**config.mk**
```make
export PLATFORM = sky130hd
export DESIGN_NAME = s15850_n510_vec_driver_flat
export DESIGN_NICKNAME = d
export VERILOG_FILES = /design/src/rtl/s15850_n510_vec_driver_if.sv /design/src/rtl/s15850_n510_vec_driver.sv /design/src/flat_wrapper.sv
export SDC_FILE = /design/constraint.sdc
export NUM_CORES = 1
export LEC_CHECK = 0
export ABC_AREA = 1
export BUFFER_PORTS_ARGS = -buffer_cell sky130_fd_sc_hd__buf_2
export CORE_MARGIN = 4
export CORE_UTILIZATION = 40
export DETAILED_ROUTE_END_ITERATION = 6
export GPL_TIMING_DRIVEN = 0
export PLACE_DENSITY = 0.58
export REMOVE_ABC_BUFFERS = 1
export SYNTH_ARGS = -nofsm -noshare
export SYNTH_HDL_FRONTEND = slang
export SYNTH_SLANG_ARGS = --single-unit
export TNS_END_PERCENT = 20
```
**constraint.sdc**
```tcl
create_clock -name CK -period 2.9 [get_ports CK]
set_clock_uncertainty 0.1 [all_clocks]
set_input_delay 0.58 -clock CK [delete_from_list [all_inputs] [get_ports CK]]
set_output_delay 0.58 -clock CK [all_outputs]
set_load 0.02 [all_outputs]
```
**src/rtl/s15850_n510_vec_driver_if.sv**
```systemverilog
// Handshake and data bundle between the n510 vector driver and its environment.
// Macro S15850_N510_RESP_COMPARE_EN adds the expected-response compare signals.
interface s15850_n510_vec_driver_if #(
    parameter int VEC_W = 21
);
    logic             start;
    logic             scan_in;
    logic             scan_en;
    logic [VEC_W-1:0] vec_out;
    logic             cone_resp;
    logic             resp_out;
    logic             resp_valid;
    logic             resp_ready;
    logic             busy;
    logic             done;
    logic [15:0]      vec_count;
`ifdef S15850_N510_RESP_COMPARE_EN
    logic             exp_resp;
    logic             mismatch;
    logic [7:0]       mismatch_cnt;

    modport slave (
        input  start, scan_in, scan_en, cone_resp, resp_ready, exp_resp,
        output vec_out, resp_out, resp_valid, busy, done, vec_count, mismatch, mismatch_cnt
    );
    modport master (
        output start, scan_in, scan_en, cone_resp, resp_ready, exp_resp,
        input  vec_out, resp_out, resp_valid, busy, done, vec_count, mismatch, mismatch_cnt
    );
`else
    modport slave (
        input  start, scan_in, scan_en, cone_resp, resp_ready,
        output vec_out, resp_out, resp_valid, busy, done, vec_count
    );
    modport master (
        output start, scan_in, scan_en, cone_resp, resp_ready,
        input  vec_out, resp_out, resp_valid, busy, done, vec_count
    );
`endif
endinterface

```
**src/rtl/s15850_n510_vec_driver.sv**
```systemverilog
// Serial-load / parallel-apply driver for the s15850 n510 cone; captures and hands back the response.
// Optional macro S15850_N510_RESP_COMPARE_EN: compares the response against exp_resp and counts mismatches.
module s15850_n510_vec_driver #(
    parameter int VEC_W      = 21,
    parameter int CNT_W      = 5,
    parameter int SETTLE_CYC = 1
) (
    input  logic                      CK,
    input  logic                      RST,
    s15850_n510_vec_driver_if.slave   bus
);
    typedef enum logic [2:0] {
        S_IDLE    = 3'd0,
        S_SHIFT   = 3'd1,
        S_APPLY   = 3'd2,
        S_SETTLE  = 3'd3,
        S_CAPTURE = 3'd4,
        S_DELIVER = 3'd5
    } state_t;

    localparam logic [CNT_W-1:0] SHIFT_LAST  = CNT_W'(VEC_W - 1);
    localparam logic [3:0]       SETTLE_LAST = (SETTLE_CYC > 0) ? 4'(SETTLE_CYC - 1) : 4'd0;
    localparam bit               SKIP_SETTLE = (SETTLE_CYC == 0);

    state_t           r_state;
    state_t           w_next;
    logic [VEC_W-1:0] r_sh;
    logic [VEC_W-1:0] r_vec;
    logic [CNT_W-1:0] r_cnt;
    logic [3:0]       r_settle;
    logic             r_resp;
    logic             r_valid;
    logic             r_busy;
    logic             r_done;
    logic [15:0]      r_count;

    // State register
    always_ff @(posedge CK or posedge RST) begin
        if (RST) begin
            r_state <= S_IDLE;
        end else begin
            r_state <= w_next;
        end
    end

    // Next-state decode; start is only looked at in IDLE so it is never queued
    always_comb begin
        w_next = r_state;
        case (r_state)
            S_IDLE: begin
                if (bus.start) w_next = S_SHIFT;
                else           w_next = S_IDLE;
            end
            S_SHIFT: begin
                if (bus.scan_en && (r_cnt == SHIFT_LAST)) w_next = S_APPLY;
                else                                      w_next = S_SHIFT;
            end
            S_APPLY: begin
                if (SKIP_SETTLE) w_next = S_CAPTURE;
                else             w_next = S_SETTLE;
            end
            S_SETTLE: begin
                if (r_settle == SETTLE_LAST) w_next = S_CAPTURE;
                else                         w_next = S_SETTLE;
            end
            S_CAPTURE: w_next = S_DELIVER;
            S_DELIVER: begin
                if (bus.resp_ready) w_next = S_IDLE;
                else                w_next = S_DELIVER;
            end
            default: w_next = S_IDLE;
        endcase
    end

    // Datapath: shift register, applied vector, response capture and handshake bookkeeping
    always_ff @(posedge CK or posedge RST) begin
        if (RST) begin
            r_sh     <= '0;
            r_vec    <= '0;
            r_cnt    <= '0;
            r_settle <= 4'd0;
            r_resp   <= 1'b0;
            r_valid  <= 1'b0;
            r_busy   <= 1'b0;
            r_done   <= 1'b0;
            r_count  <= 16'd0;
        end else begin
            r_done <= 1'b0;
            r_busy <= (w_next != S_IDLE);
            case (r_state)
                S_IDLE: begin
                    if (bus.start) r_cnt <= '0;
                end
                S_SHIFT: begin
                    // LSB first: the first bit ends up in bit 0 after VEC_W shifts
                    if (bus.scan_en) begin
                        r_sh  <= {bus.scan_in, r_sh[VEC_W-1:1]};
                        r_cnt <= r_cnt + CNT_W'(1);
                    end
                end
                S_APPLY: begin
                    r_vec    <= r_sh;
                    r_settle <= 4'd0;
                end
                S_SETTLE: r_settle <= r_settle + 4'd1;
                S_CAPTURE: begin
                    r_resp  <= bus.cone_resp;
                    r_valid <= 1'b1;
                end
                S_DELIVER: begin
                    if (bus.resp_ready) begin
                        r_valid <= 1'b0;
                        r_done  <= 1'b1;
                        if (r_count != 16'hFFFF) r_count <= r_count + 16'd1;
                    end
                end
                default: ;
            endcase
        end
    end

    assign bus.vec_out    = r_vec;
    assign bus.resp_out   = r_resp;
    assign bus.resp_valid = r_valid;
    assign bus.busy       = r_busy;
    assign bus.done       = r_done;
    assign bus.vec_count  = r_count;

`ifdef S15850_N510_RESP_COMPARE_EN
    logic       r_mis;
    logic [7:0] r_mis_cnt;
    logic       w_mis;

    assign w_mis = bus.cone_resp ^ bus.exp_resp;

    // Mismatch flag and saturating mismatch counter, updated only in CAPTURE
    always_ff @(posedge CK or posedge RST) begin
        if (RST) begin
            r_mis     <= 1'b0;
            r_mis_cnt <= 8'd0;
        end else if (r_state == S_CAPTURE) begin
            r_mis <= w_mis;
            if (w_mis && (r_mis_cnt != 8'hFF)) r_mis_cnt <= r_mis_cnt + 8'd1;
        end
    end

    assign bus.mismatch     = r_mis;
    assign bus.mismatch_cnt = r_mis_cnt;
`endif
endmodule

```
**src/flat_wrapper.sv**
```systemverilog
// flat-port wrapper written by rule: the top's interface ports become plain ports
module s15850_n510_vec_driver_flat 
#(
    parameter int VEC_W      = 21,
    parameter int CNT_W      = 5,
    parameter int SETTLE_CYC = 1
)
  (CK, RST, bus_start, bus_scan_in, bus_scan_en, bus_cone_resp, bus_resp_ready, bus_vec_out, bus_resp_out, bus_resp_valid, bus_busy, bus_done, bus_vec_count);
  s15850_n510_vec_driver_if #(.VEC_W(VEC_W)) bus_i ();
  input  logic CK;
  input  logic RST;
  input wire logic [$bits(bus_i.start)-1:0] bus_start;
  input wire logic [$bits(bus_i.scan_in)-1:0] bus_scan_in;
  input wire logic [$bits(bus_i.scan_en)-1:0] bus_scan_en;
  input wire logic [$bits(bus_i.cone_resp)-1:0] bus_cone_resp;
  input wire logic [$bits(bus_i.resp_ready)-1:0] bus_resp_ready;
  output wire logic [$bits(bus_i.vec_out)-1:0] bus_vec_out;
  output wire logic [$bits(bus_i.resp_out)-1:0] bus_resp_out;
  output wire logic [$bits(bus_i.resp_valid)-1:0] bus_resp_valid;
  output wire logic [$bits(bus_i.busy)-1:0] bus_busy;
  output wire logic [$bits(bus_i.done)-1:0] bus_done;
  output wire logic [$bits(bus_i.vec_count)-1:0] bus_vec_count;
  assign bus_i.start = bus_start;
  assign bus_i.scan_in = bus_scan_in;
  assign bus_i.scan_en = bus_scan_en;
  assign bus_i.cone_resp = bus_cone_resp;
  assign bus_i.resp_ready = bus_resp_ready;
  assign bus_vec_out = bus_i.vec_out;
  assign bus_resp_out = bus_i.resp_out;
  assign bus_resp_valid = bus_i.resp_valid;
  assign bus_busy = bus_i.busy;
  assign bus_done = bus_i.done;
  assign bus_vec_count = bus_i.vec_count;
  s15850_n510_vec_driver #(.VEC_W(VEC_W), .CNT_W(CNT_W), .SETTLE_CYC(SETTLE_CYC)) u_core (.CK(CK), .RST(RST), .bus(bus_i));
endmodule
```
---- Word level (Yosys, flattened, before mapping) ----
Cells that the tools add are included.
storage, ports and cells
  input bits .............................. 7
  flip-flop bits (word level) ............. 74
cells by class
  reductions and logical operators ........ 11
  eq/ne operators ......................... 10
  add/subtract/negate cells ............... 3
  mux-type cells .......................... 13
operators with widths
  operator                                        count
  one-hot mux 3 bit (6 select lines)              1
  adder 16 x 1 -> 16 bit (second input constant)  1
  != test 16 bit (second input constant)          1
  2-to-1 mux 5 bit                                2
  one-hot mux 5 bit (2 select lines)              1
  one-hot mux 4 bit (2 select lines)              1
  == test 3 x 2 -> 1 bit (second input constant)  2
  == test 3 bit (second input constant)           2
  2-to-1 mux 3 bit                                2
  != test 2 bit (second input constant)           3
  AND reduction 3 bit                             2
  nonzero test 2 bit                              3
  adder 5 x 1 -> 5 bit (second input constant)    1
  == test 5 bit (second input constant)           1
  adder 4 x 1 -> 4 bit (second input constant)    1
  logical NOT 4 bit                               1
  2-to-1 mux 1 bit                                4
  AND reduction 2 bit                             2
  == test 3 x 1 -> 1 bit (second input constant)  1
  logical NOT 3 bit                               1
  nonzero test 3 bit                              1
  2-to-1 mux 2 bit                                1
  one-hot mux 1 bit (2 select lines)              1
  logical AND 1 bit                               1

---- Logic depth before layout (Yosys ltp) ----
Gate-level depths: netlist of the first run.
  depth after elaboration ................. 5
  depth in mapped cells ................... 9
  mapped depth without buffers ............ 8

---- Worst setup path after synthesis of the first run ----
OpenSTA, ideal clock, no wires.
  path type ............................... register to register
  start point ............................. reg u_core.r_count[0] (netlist: u_core.bus.vec_count[0])
  end point ............................... reg u_core.r_count[4] (netlist: u_core.bus.vec_count[4])
  path buffers ............................ 1
  arrival ................................. 1622 ps
  setup slack ............................. 1061 ps
  library setup time ...................... 117 ps
  stages on the path, launching flop included .. 10
  path through ............................ dfrtp_1 ha_1 inv_2 nor2_8 nand2_4 o21ai_4 inv_4 buf_6 nand2_1 nand2_1
on the way
  cells in the longest elaborated chain, start to end .. 2
  elaborated cells between the ends (all ways) .. 3
  those cells by class .................... add/sub: 1; eq/ne: 1; reduce/logical: 1
ends and longest elaborated chain
  what                                                                            line                           RTL
  start, declared                                                                 s15850_n510_vec_driver.sv:35   logic [15:0] r_count;
  start signal, assigned                                                          s15850_n510_vec_driver.sv:114  if (r_count != 16'hFFFF) r_count <= r_count + 16'd1;
  parallel branches: the longest is 2 deep, another holds adder 16 x 1 -> 16 bit  n/a
Several ways; the timed one is not identified.
A chain may end at the register's enable or synchronous reset.

---- Worst setup path after layout of the first run ----
  start point ............................. reg u_core.r_count[0] (netlist: u_core.bus.vec_count[0])
  end point ............................... reg u_core.r_count[9] (netlist: u_core.bus.vec_count[9])
The elaborated chain is that of the path after synthesis.

==> reports/results.ini, run 1 <==
[status]
status = finished, final reports clean

[power]
power.internal_uw = 2009
leakagePower_uw = 0.002074
combinationalPowerShare = 0.199
p_clk_frac = 0.328
swShare = 0.3037
power_density_nw_per_um2 = 728.2
p_sw_uw = 876.2
p_seq_frac = 0.473
ir_worst_vdd_mv = 0.3468

[timing]
tightestPinTransition_ps = 1027
slew_headroom = 0.3148
drv_slew = 0
fin_crit_sh = 0.7267
hold_viol_final = 0
rsz0062_at_grt = false
setup_viol = 0
max_freq_ghz = 0.4745
min_period_ps = 2107

[floorplanning]
dieWidth_um = 99.66
dieArea_um2 = 9932
start_util = 0.4111
num_rows = 33
io_pins = 48
core_um2 = 8175
die_h_um = 99.66

[final_layout]
syn2layout_area_growth_pct = 17.91
fin_nets = 460
utilization = 0.4847
stdcell_area_um2 = 3963
layout.cells.most_common = nand2_1
diodes = 0
drive_gt1_frac = 0.1681
final_cell_mix = nand2_1, dfrtp_1, o21ai_0, buf_2, inv_1

[yosys]
ys_ff_latch = 74
synth_top_area_cell = dfrtp_1
synth.distinct_cells = 26
yosysTopAreaCellShare = 0.5510
netlist_area_um2 = 3361
syn_area_per_cell_um2 = 8.444
yosys-top-cells-area = dfrtp_1, nand2_1, o21ai_0
syn_inst = 398
yosys_warnings = 0
yosysSeqAreaShare = 0.5510

[clock_network]
cts_sinks = 74
worstSkewPairLatency_ps = 340
htreeDepth = 3
numCtsBuffers = 9
postCtsSetupBuffers = 0
clockBufferDepth = 2
cts_tree = built
clkSlewWorstSetupHoldPaths_ps = 80
cts_hold_buf = 0
cts_resized = 0
root_buffer = clkbuf_8

[placement]
globalplace.congestion = 0.8038
hpwl_um = 4486
io_buffers = 47
place_area_um2 = 3704

[grt]
grt_pass1_wl_um = 11240
overflow = 0
grt_pass1_vias = 2389
antenna_found_initial = 0
track_usage = 0.1431
grt_max_degree = 64

[detailed_routing]
vias_per_cell = 4.630
wl_per_cell_um = 11.96
route.detailed.drc = 0
drt_pre_antenna_iters = 4
routed_wl_um = 6663
num_vias = 2579
drt_iter0_drc = 141
drtAntennaViolNets = 0

[setup_path]
crit_path_start_kind = register
worstSetupPathType = reg2reg
critPathMaxFanout = 18
cp_common_cell = nand2_1
crit_arrival_ps = 2240
crit_slowest_cell = o21ai_4
crit_chain = ha_1 > inv_2 > nor2_8 > nand2_4 > o21ai_4 > inv_4 > nand2_1 > nand2_1
r2r_setup_slack_ps = 790
critical_path_required_ps = 3030
slowest_delay_ps = 450
crit_path_end_kind = register

[flow_run]
maxCapViolCount = 0

[worst_hold_path]
worstHoldPathType = in2async

==> power by group through the flow <==
stage / Clock [uW] / Combinational, uW / Sequential (uW)
floorplan: 0 / 371 / 1400
global placement: 0 / 535 / 1380
detailed placement: 0 / 559 / 1380
CTS: 977 / 560 / 1370
global route: 1020 / 685 / 1390
finish: 946 / 573 / 1370
==> Yosys cell counts (all sizes together) <==
cell type	instances
a21oi	6
buf	5
clkbuf	5
dfrtp	74
ha	5
inv	47
mux2	1
nand2	142
nand3	14
nand4	3
nor2	31
nor3	1
o211ai	1
o21ai	53
o22ai	1
xnor2	7
xor2	2
==> final timing paths <==
| kind | startpoint | to | depth (start not counted) |
|---|---|---|---|
| min in group CK | bus_cone_resp | u_core.bus.resp_out$_DFFE_PP0P_ | 2 |
| max in group asynchronous | RST | u_core.r_sh[5]$_DFFE_PP0P_ | 3 |
| min | RST | u_core.bus.done$_DFF_PP0_ | 2 |
| min reg2reg | u_core.r_sh[0]$_DFFE_PP0P_ | u_core.bus.vec_out[0]$_DFFE_PP0N_ | 2 |
| max | u_core.bus.vec_count[0]$_DFFE_PP0P_ | u_core.bus.vec_count[9]$_DFFE_PP0P_ | 8 |
| max reg2reg | u_core.bus.vec_count[0]$_DFFE_PP0P_ | u_core.bus.vec_count[9]$_DFFE_PP0P_ | 8 |
==> flip-flops by register name, summed over array words and instances, names as in the netlist, 3 cells and up <==
name                  cells
u_core.bus.vec_out       21
u_core.r_sh              21
u_core.bus.vec_count     16
u_core.r_cnt              5
u_core.r_settle           4
u_core.r_state            3
==> cells by family after synthesis <==
family,count (synthesis),synth area share
AND/OR/NAND/NOR,191,0.2390
flip-flops,74,0.5510
AO/OA/AOI/OAI,61,0.09531
buffers and inverters,57,0.06925
XOR/XNOR,9,0.02346
adder cells (fa/ha/maj),5,0.01862
multiplexers,1,0.003350
==> layer usage <==
metal,vias to the layer above,track usage,share of wire
li1,1336,-,-
met3,5,0.04628,0.044
met5,-,0,0
met2,46,0.2129,0.45
met1,1192,0.1962,0.50
met4,0,0.05042,0.0099
==> layout make-up <==
class                           count  area, um2
Clock buffer                       10      127.6
Inverter                           47      181.4
Clock inverter                      5      103.9
Timing Repair Buffer               49      290.3
Fill cell                         797       4213
Sequential cell                    74       1852
Tap cell                          105      131.4
Multi-Input combinational cell    267       1276
==> through the flow <==
stage          instances  setup TNS [ps]  setup WS, ps  power [uW]  hold slack (ps)
5_1_grt              557               0         588.0        3096            35.50
3_3_place_gp         540          -46810        -636.2        1913            362.2
6_report             557               0         792.6        2885            49.47
2_1_floorplan        388               0         338.4        1773            349.4
4_1_cts              556               0         305.0        2903            38.28
3_5_place_dp         541               0         322.7        1942            365.9
==> critical path: cells and delay by family, from the launching register on <==
family / cells / cell delay, ps
adders and majority gates: 1 / 300
DFF: 1 / 440
buffers and inverters: 2 / 280
and+or+nand+nor: 4 / 400
AOI/OAI and AO/OA: 1 / 450
Note: power is estimated with default switching activity, not from simulation.
==> run 2, diff against run 1 <==
--- a/config.mk
+++ b/config.mk
@@ -5,13 +5,13 @@
 export SDC_FILE = /design/constraint.sdc
 export NUM_CORES = 1
 export LEC_CHECK = 0
-export ABC_AREA = 1
+export ABC_AREA = 0
 export BUFFER_PORTS_ARGS = -buffer_cell sky130_fd_sc_hd__buf_2
 export CORE_MARGIN = 4
 export CORE_UTILIZATION = 40
 export DETAILED_ROUTE_END_ITERATION = 6
 export GPL_TIMING_DRIVEN = 0
-export PLACE_DENSITY = 0.58
+export PLACE_DENSITY = 0.61
 export REMOVE_ABC_BUFFERS = 1
 export SYNTH_ARGS = -nofsm -noshare
 export SYNTH_HDL_FRONTEND = slang
==> constraint.sdc (replaced) <==
create_clock -name CK -period 1.7 [get_ports CK]
set_clock_uncertainty 0.1 [all_clocks]
set_input_delay 0.34 -clock CK [delete_from_list [all_inputs] [get_ports CK]]
set_output_delay 0.34 -clock CK [all_outputs]
set_load 0.02 [all_outputs]
==> reports/results.ini, run 2 <==
[status]
status = finished, violations left
violations = setup timing

[yosys]
synth-edff-count = 0
syn_area_per_cell_um2 = 12.70
ys.flop_type = dfrtp_1
yosys_warnings = 0
synth.distinct_cells = 37
synth_most_common_cell = dfrtp_1
ys_ff_latch = 74
synth_commonest_cells = dfrtp_1, mux2_2, nor2_1
async_reset_ff_frac = 1.000
yosys-top-cells-area = dfrtp_1, mux2_2, xor2_1
netlist_area_um2 = 3163
syn_inst = 249
synth_top_area_cell = dfrtp_1
yosysSeqAreaShare = 0.5854
yosysTopAreaCellShare = 0.5854

[final_layout]
drive_gt1_frac = 0.4831
stdcell_area_um2 = 4040
layout.cells.most_common = dfrtp_1
syn2layout_area_growth_pct = 27.73
final_cell_mix = dfrtp_1, buf_2, mux2_2
diodes = 0
fin_nets = 332
utilization = 0.5228

[clock_network]
clockBufferDepth = 2
cts_sinks = 74
clkSlewWorstSetupHoldPaths_ps = 80
root_buffer = clkbuf_8
cts_tree = built
worstSkewPairLatency_ps = 340
htreeDepth = 3
numCtsBuffers = 9

[setup_path]
critPathMaxFanout = 5
critical_path_required_ps = 1820
worstSetupPathType = reg2reg
crit_path_start_kind = register
crit_path_end_kind = register
crit_arrival_ps = 1920

[grt]
overflow = 0
antenna_found_initial = 0
grt_pass1_vias = 2154
grt_max_degree = 67
grt_pass1_wl_um = 10320
track_usage = 0.1337

[detailed_routing]
routed_wl_um = 5952
wl_per_cell_um = 13.94
vias_per_cell = 5.009
drtAntennaViolNets = 0
route.detailed.drc = 0
drt_iter0_drc = 52
num_vias = 2139
drt_pre_antenna_iters = 5

[timing]
rsz0062_at_grt = true
fin_crit_sh = 1.059
min_period_ps = 1801
setup_ws_ps = -100.6
tightestPinTransition_ps = 473.0
setup_viol = 28
final.setup.tns_ps = -1203
drv_slew = 0
max_freq_ghz = 0.5554
slew_headroom = 0.6835
hold_viol_final = 0

[power]
p_clk_frac = 0.275
combinationalPowerShare = 0.261
power.internal_uw = 3791
ir_worst_vdd_mv = 0.7002
p_sw_uw = 1613
leakagePower_uw = 0.001928
swShare = 0.2985
fin_total_pwr_uw = 5405
power_density_nw_per_um2 = 1338
p_seq_frac = 0.464

[floorplanning]
start_util = 0.4093
core_um2 = 7727
dieWidth_um = 96.93
num_rows = 32
die_h_um = 96.93
dieArea_um2 = 9394
io_pins = 48

[worst_hold_path]
worstHoldPathType = in2reg

[placement]
io_buffers = 47
hpwl_um = 3886
place_area_um2 = 3562
place_ws_ps = -703.6
globalplace.congestion = 0.7398

[flow_run]
maxCapViolCount = 0

[run 2: changes by cell type after synthesis, sizes merged, moves of 3 or more]
cell	previous run	this run
a21o	0	3
a21oi	6	1
inv	47	8
mux2	1	44
nand2	142	11
nand2b	0	3
nand4	3	7
nor2	31	16
nor3	1	5
nor4	0	3
o21ai	53	8
xor2	2	9
[run 2: kinds of logic (layout without fill, tap and decap cells)]
kind of cell / count (synthesis) / in the layout / synth area share
mux: 44 / 44 / 0.1566
flops: 74 / 74 / 0.5854
xor+xnor: 17 / 17 / 0.04708
fa+ha+maj: 5 / 5 / 0.01978
buf+inv: 17 / 93 / 0.02255
compound gates: 20 / 20 / 0.04075
simple gates: 72 / 72 / 0.1278
[run 2: power groups by stage]
stage               logic, uW  registers (uW)  clock network [uW]
global placement         1070            2580                   0
floorplan                 808            2590                   0
finish                   1410            2510                1480
CTS                      1360            2510                1540
detailed placement       1190            2600                   0
global route             1580            2580                1610
[run 2: critical path, cell delays in order (launching register included)]
cell and delay (ps):
dfrtp_1 480, nand3_1 190, or4_4 590, and3_4 200, xor2_1 130
[run 2: metrics by stage]
| step | hold slack [ps] | std cells |
|---|---|---|
| floorplan | 351.9 | 240 |
| global placement | 357.6 | 389 |
| detailed placement | 149.9 | 392 |
| CTS | 109.0 | 422 |
| global route | 131.1 | 427 |
| finish | 131.0 | 427 |
[run 2: worst paths after layout]
| kind | from | end | slack (ps) | cells past startpoint |
|---|---|---|---|---|
| max | u_core.bus.vec_count[10]$_DFFE_PP0P_ | u_core.bus.vec_count[2]$_DFFE_PP0P_ | -100 | 4 |
| min | bus_cone_resp | u_core.bus.resp_out$_DFFE_PP0P_ | 130 | 2 |
| max reg2reg | u_core.bus.vec_count[10]$_DFFE_PP0P_ | u_core.bus.vec_count[2]$_DFFE_PP0P_ | -100 | 4 |
| min reg2reg | u_core.bus.resp_valid$_DFFE_PP0P_ | u_core.bus.resp_valid$_DFFE_PP0P_ | 370 | 1 |
| max in group asynchronous | RST | u_core.bus.vec_count[7]$_DFFE_PP0P_ | 600 | 4 |
| min in group asynchronous | RST | u_core.bus.vec_count[13]$_DFFE_PP0P_ | 340 | 3 |
[run 2: per-layer routing]
| layer | track usage | vias to the layer above | share of wire |
|---|---|---|---|
| li1 | - | 1025 | - |
| met1 | 0.1752 | 1063 | 0.46 |
| met2 | 0.2097 | 45 | 0.48 |
| met3 | 0.04758 | 6 | 0.047 |
| met4 | 0.03780 | 0 | 0.011 |
| met5 | 0 | - | 0 |
[run 2: final cells by class]
type	instances	area, um2
inverters	8	32.53
well taps	102	127.6
clock buffers	10	127.6
repair buffers	69	450.4
clock inverters	6	90.09
multi-input cells	158	1348
flip-flops and latches	74	1864
fillers	683	3687
[run 2: what timing repair did]
action,CTS,global route
pin swaps,4,6
setup buffers,14,5
gates resized for setup,11,20
setup endpoints to repair,58,61
hold buffers,1,0
hold endpoints to repair,8,0
